$ cat src/rtl/audio_i2s_tx.sv
// audio_i2s_tx: mono I2S transmitter for the WM8731 DAC.
// Generates BCLK/DACLRCK from the system clock and requests one sample per frame
// with data_over. It captures the sample mid-frame and emits it on both channels
// of the following frame.
module audio_i2s_tx #(
    parameter int unsigned BCLK_DIV = 8,
    parameter int unsigned ATTEN    = 0
) (
    input  logic        Clk,
    input  logic        Reset,
    input  logic [15:0] sample_in,
    input  logic        mute,
    output logic        data_over,
    output logic        AUD_BCLK,
    output logic        AUD_DACLRCK,
    output logic        AUD_DACDAT
);

    localparam int unsigned DivW = $clog2(BCLK_DIV);

    logic [DivW-1:0] div_cnt_q, div_cnt_d;
    logic [5:0]      bit_cnt_q, bit_cnt_d;
    logic [15:0]     held_q, held_d;
    logic [15:0]     frame_q, frame_d;
    logic            bclk_q, bclk_d;
    logic            lrck_q, lrck_d;
    logic            dat_q, dat_d;
    logic            data_over_q, data_over_d;

    logic            div_wrap;
    logic            fall_evt;
    logic [5:0]      bit_cnt_inc;
    logic [4:0]      slot;
    logic [3:0]      slot_idx;
    logic            slot_has_data;
    logic signed [15:0] sample_s;
    logic [15:0]     sample_att;

    assign div_wrap      = (div_cnt_q == DivW'(BCLK_DIV - 1));
    // All serial state moves on the BCLK falling edge so the DAC sees stable data
    // on the rising edge.
    assign fall_evt      = div_wrap & bclk_q;
    assign bit_cnt_inc   = bit_cnt_q + 6'd1;
    assign slot          = bit_cnt_inc[4:0];
    // Slot 0 carries the I2S one-bit delay; MSB goes out in slot 1.
    assign slot_has_data = (slot != 5'd0) && (slot <= 5'd16);
    assign slot_idx      = 4'(5'd16 - slot);
    assign sample_s      = sample_in;
    assign sample_att    = 16'(sample_s >>> ATTEN);

    // Next-state logic for the divider, bit counter and serialiser.
    always_comb begin
        div_cnt_d   = div_wrap ? '0 : div_cnt_q + DivW'(1);
        bclk_d      = div_wrap ? ~bclk_q : bclk_q;
        bit_cnt_d   = bit_cnt_q;
        lrck_d      = lrck_q;
        dat_d       = dat_q;
        frame_d     = frame_q;
        held_d      = held_q;
        data_over_d = 1'b0;
        if (fall_evt) begin
            bit_cnt_d = bit_cnt_inc;
            lrck_d    = bit_cnt_inc[5];
            dat_d     = slot_has_data ? frame_q[slot_idx] : 1'b0;
            // Frame start: latch the word for both channels and request the next one.
            if (bit_cnt_inc == 6'd0) begin
                frame_d     = held_q;
                data_over_d = 1'b1;
            end
            // Mid-frame capture gives upstream half a frame to settle after data_over.
            if (bit_cnt_inc == 6'd32) begin
                held_d = mute ? 16'h0000 : sample_att;
            end
        end
    end

    // State registers with synchronous active-low reset.
    always_ff @(posedge Clk) begin
        if (!Reset) begin
            div_cnt_q   <= '0;
            bit_cnt_q   <= 6'd63;
            held_q      <= 16'h0000;
            frame_q     <= 16'h0000;
            bclk_q      <= 1'b0;
            lrck_q      <= 1'b0;
            dat_q       <= 1'b0;
            data_over_q <= 1'b0;
        end else begin
            div_cnt_q   <= div_cnt_d;
            bit_cnt_q   <= bit_cnt_d;
            held_q      <= held_d;
            frame_q     <= frame_d;
            bclk_q      <= bclk_d;
            lrck_q      <= lrck_d;
            dat_q       <= dat_d;
            data_over_q <= data_over_d;
        end
    end

    assign data_over   = data_over_q;
    assign AUD_BCLK    = bclk_q;
    assign AUD_DACLRCK = lrck_q;
    assign AUD_DACDAT  = dat_q;

endmodule

$ cat config.mk
export PLATFORM = sky130hd
export DESIGN_NAME = audio_i2s_tx
export DESIGN_NICKNAME = d
export VERILOG_FILES = /design/src/rtl/audio_i2s_tx.sv
export SDC_FILE = /design/constraint.sdc
export NUM_CORES = 1
export LEC_CHECK = 0
export ABC_AREA = 1
export CAP_MARGIN = 10
export CORE_ASPECT_RATIO = 1.75
export CORE_MARGIN = 2
export CORE_UTILIZATION = 55
export DETAILED_ROUTE_END_ITERATION = 10
export HOLD_SLACK_MARGIN = 0.12
export MAX_ROUTING_LAYER = met4
export PLACE_DENSITY_LB_ADDON = 0.12
export SLEW_MARGIN = 20
export SYNTH_ARGS = -nofsm -noshare
export SYNTH_HDL_FRONTEND = slang
export SYNTH_SLANG_ARGS = --single-unit
$ cat constraint.sdc
create_clock -name Clk -period 2.8 [get_ports Clk]
set_clock_uncertainty 0.1 [all_clocks]
set_input_delay 0.28 -clock Clk [delete_from_list [all_inputs] [get_ports Clk]]
set_output_delay 0.28 -clock Clk [all_outputs]
set_load 0.01 [all_outputs]
==> results.md <==
- Setup crit start kind: register
- Asr flop ratio synth: 0%
- Number of clock buffers inserted by TritonCTS: 5
- Post-Syn Area: 0.00234 mm2
- Total GRT Usage: 20.9%
- DRT Pass-1 Iters: 4
- Max Slew Vio Count: 0
- CP max stage delay: 640 ps
- FF+latch count, synth: 45
- # IOs: 23
- Worst-path fanout max: 32
- Sequential area share after synthesis: 38.4%
- Most frequent cell after synthesis: nand2_1
- Setup crit start: bit_cnt_q[0]
- RD Place Congestion: 0.955
- Final setup fails: 0
- YS warnings: 0
- Via/cell ratio: 4.66
- Hold_sp: div_cnt_q[0]
- Maximum VDD drop: 0.407 mV
- Final TNS setup: 0 ps
- RSZ-0062 raised after global routing: no
- Clock transition at path regs: 90 ps
- Synth Area per Inst: 6.44 um2
- Antenna Cells: 0
- Vias in the first global route: 1789
- GRT overflow: 0
- Final WL: 4170 um
- Via count: 1989
- Netlist cell types: 27
- Setup Crit Path Kind: reg2reg
- Post-Syn Nets: 386
- Delay-heaviest family, CP: simple AND/OR/NAND/NOR gates
- Max Cap Violations: 0
- Starting Density: 57.0%
- Ratio of cells with drive above 1 in the final layout: 5.82%
- Critical Path RT: 2890 ps
- FF-to-FF Start: bit_cnt_q[0]
- Worst slew pin tran: 560 ps
- DRT iter0 DRCs: 27
- Crit-path cells: ha_1 -> nand3_1 -> nand2_1 -> nand2_2 -> nor3_4 -> buf_4 -> nand3_1 -> nand2_1 -> nor2_1
- Sink Count: 45
- Area of the multi-input gates: 0.00108 mm2
- Hold buffer count at CTS: 0
- Cell taking the most area after synthesis: dfxtp_1
- Hold WC Path Type: reg2reg
- Skew-Pair Late Insertion Delay: 300 ps
- Top area cells in the synthesized netlist: dfxtp_1 38%, nand2_1 16%, nor2_1 12%
- Mapped Cells: 364
- Min cycle time layout: 2170 ps
- Post-CTS resize count: 0
- PD cells: 480 mW/mm2
- Hpwl dp: 2920 um
- Tot Pwr: 0.00124 W
- Seq. cell area: 901 um2
- Largest net degree at the start of global routing: 35
- Fillers: 407
- Commonest cells post-synth: 97 x nand2_1, 78 x nor2_1, 60 x inv_1
- CP max-delay cell: dfxtp_1
- CTS root buf: clkbuf_8
- Critical Path End Type: register
- Die area: 0.00482 mm2
- Critical Path AT: 2260 ps
- Core area: 0.00411 mm2
- Leak: 1.38 nW
- Highest clock rate: 460 MHz
- Die width: 53.4 um
- EDFF count, synth: 0
- Area Growth Syn to Fin: 10.2%
- Initial antenna violation count: 0
- DR DRC count: 0
- Routed wire per std cell: 9.77 um
- Max Root-Sink Buffers: 2
- Buffers on Ports: 22
- Antenna viol nets, final: 0
- First-pass GRT wire length: 7480 um
- Final period util: 77.6%
- Status: finished, final reports clean
- Relative slew slack: 62.6%
- Top cell type's share of synthesized area: 38.4%
- Chip Height: 90.4 um
- Number of buffers and inverters on the critical path: 1
- Rows: 31
- CTS tree: yes
- Prevailing post-synth register cell: dfxtp_1
- Post-CTS Setup Bufs: 0
- Final Hold Fails: 0
- CTS H-Tree Depth: 2
- Final nets: 399
==> cells by family (layout without fill, tap and decap cells) <==
group,count (synthesis),after routing,share of synthesized area [%]
compound gates,27,27,6.40
xor+xnor,3,3,1.12
fa+ha+maj,3,3,1.60
buf+inv,79,93,15.7
flops,45,45,38.4
simple gates,207,207,36.8
==> state kept, by name (all words and copies together), names as in the netlist <==
register,count
frame_q,16
held_q,16
bit_cnt_q,6
div_cnt_q,3
AUD_BCLK,1
AUD_DACDAT,1
AUD_DACLRCK,1
data_over,1
==> placed cells by master (no fill, tap or decap), drive strengths merged <==
cell and count:
nand3 22, or2 1, nand2 100, dfxtp 45, nor4 1, ha 3
buf 2, xnor2 2, clkinv 2, clkdlybuf4s50 22, inv 61, nor2 80
a22oi 2, o21ai 6, nor3 1, xor2 1, clkbuf 6, o22ai 2
a21oi 17, nand4 2
==> worst register-to-register path, delay by kind of cell, from the launching register on <==
kind,cells,cell delay [ps]
simple gates,7,700
flops,1,640
buf+inv,1,330
fa+ha+maj,1,300
==> per-layer routing <==
layer,track usage (%),part of all wire (%)
met3,4.30,2.5
met4,11.3,3.8
met2,33.7,50
met1,23.2,44
met5,-,0
==> power breakdown <==
group          total (W)  internal (W)  switching (W)
combinational   0.000191     0.0000786       0.000113
clock           0.000392      0.000173       0.000218
sequential      0.000658      0.000649     0.00000916
total            0.00124      0.000901       0.000340
==> layout make-up <==
cell class	count	share of cell area, %
Multi-Input combinational cell	240	41.6
Sequential cell	45	34.8
Timing Repair Buffer	24	9.10
Inverter	61	8.86
Clock buffer	6	2.81
Tap cell	49	2.37
Clock inverter	2	0.387
==> worst paths after layout <==
| kind | end | slack (ps) | cells past startpoint |
|---|---|---|---|
| hold reg to reg | div_cnt_q[0] | 330 | 1 |
| setup reg to reg | frame_q[12] | 630 | 9 |
| setup / recovery | frame_q[12] | 630 | 9 |
| hold / removal | div_cnt_q[0] | 330 | 1 |
==> metrics by stage <==
step / area, um2 / cells / utilization, % / hold WS (ps) / worst slack, ps
CTS: 2580 / 427 / 62.9 / 331 / 633
floorplan: 2340 / 364 / - / 297 / 1170
global placement: 2500 / 419 / 60.9 / 311 / 678
detailed placement: 2500 / 419 / 60.9 / 318 / 658
global route: 2580 / 427 / 62.9 / 354 / 378
finish: 2580 / 427 / 62.9 / 325 / 626
Power figures use the tool's default switching activity.
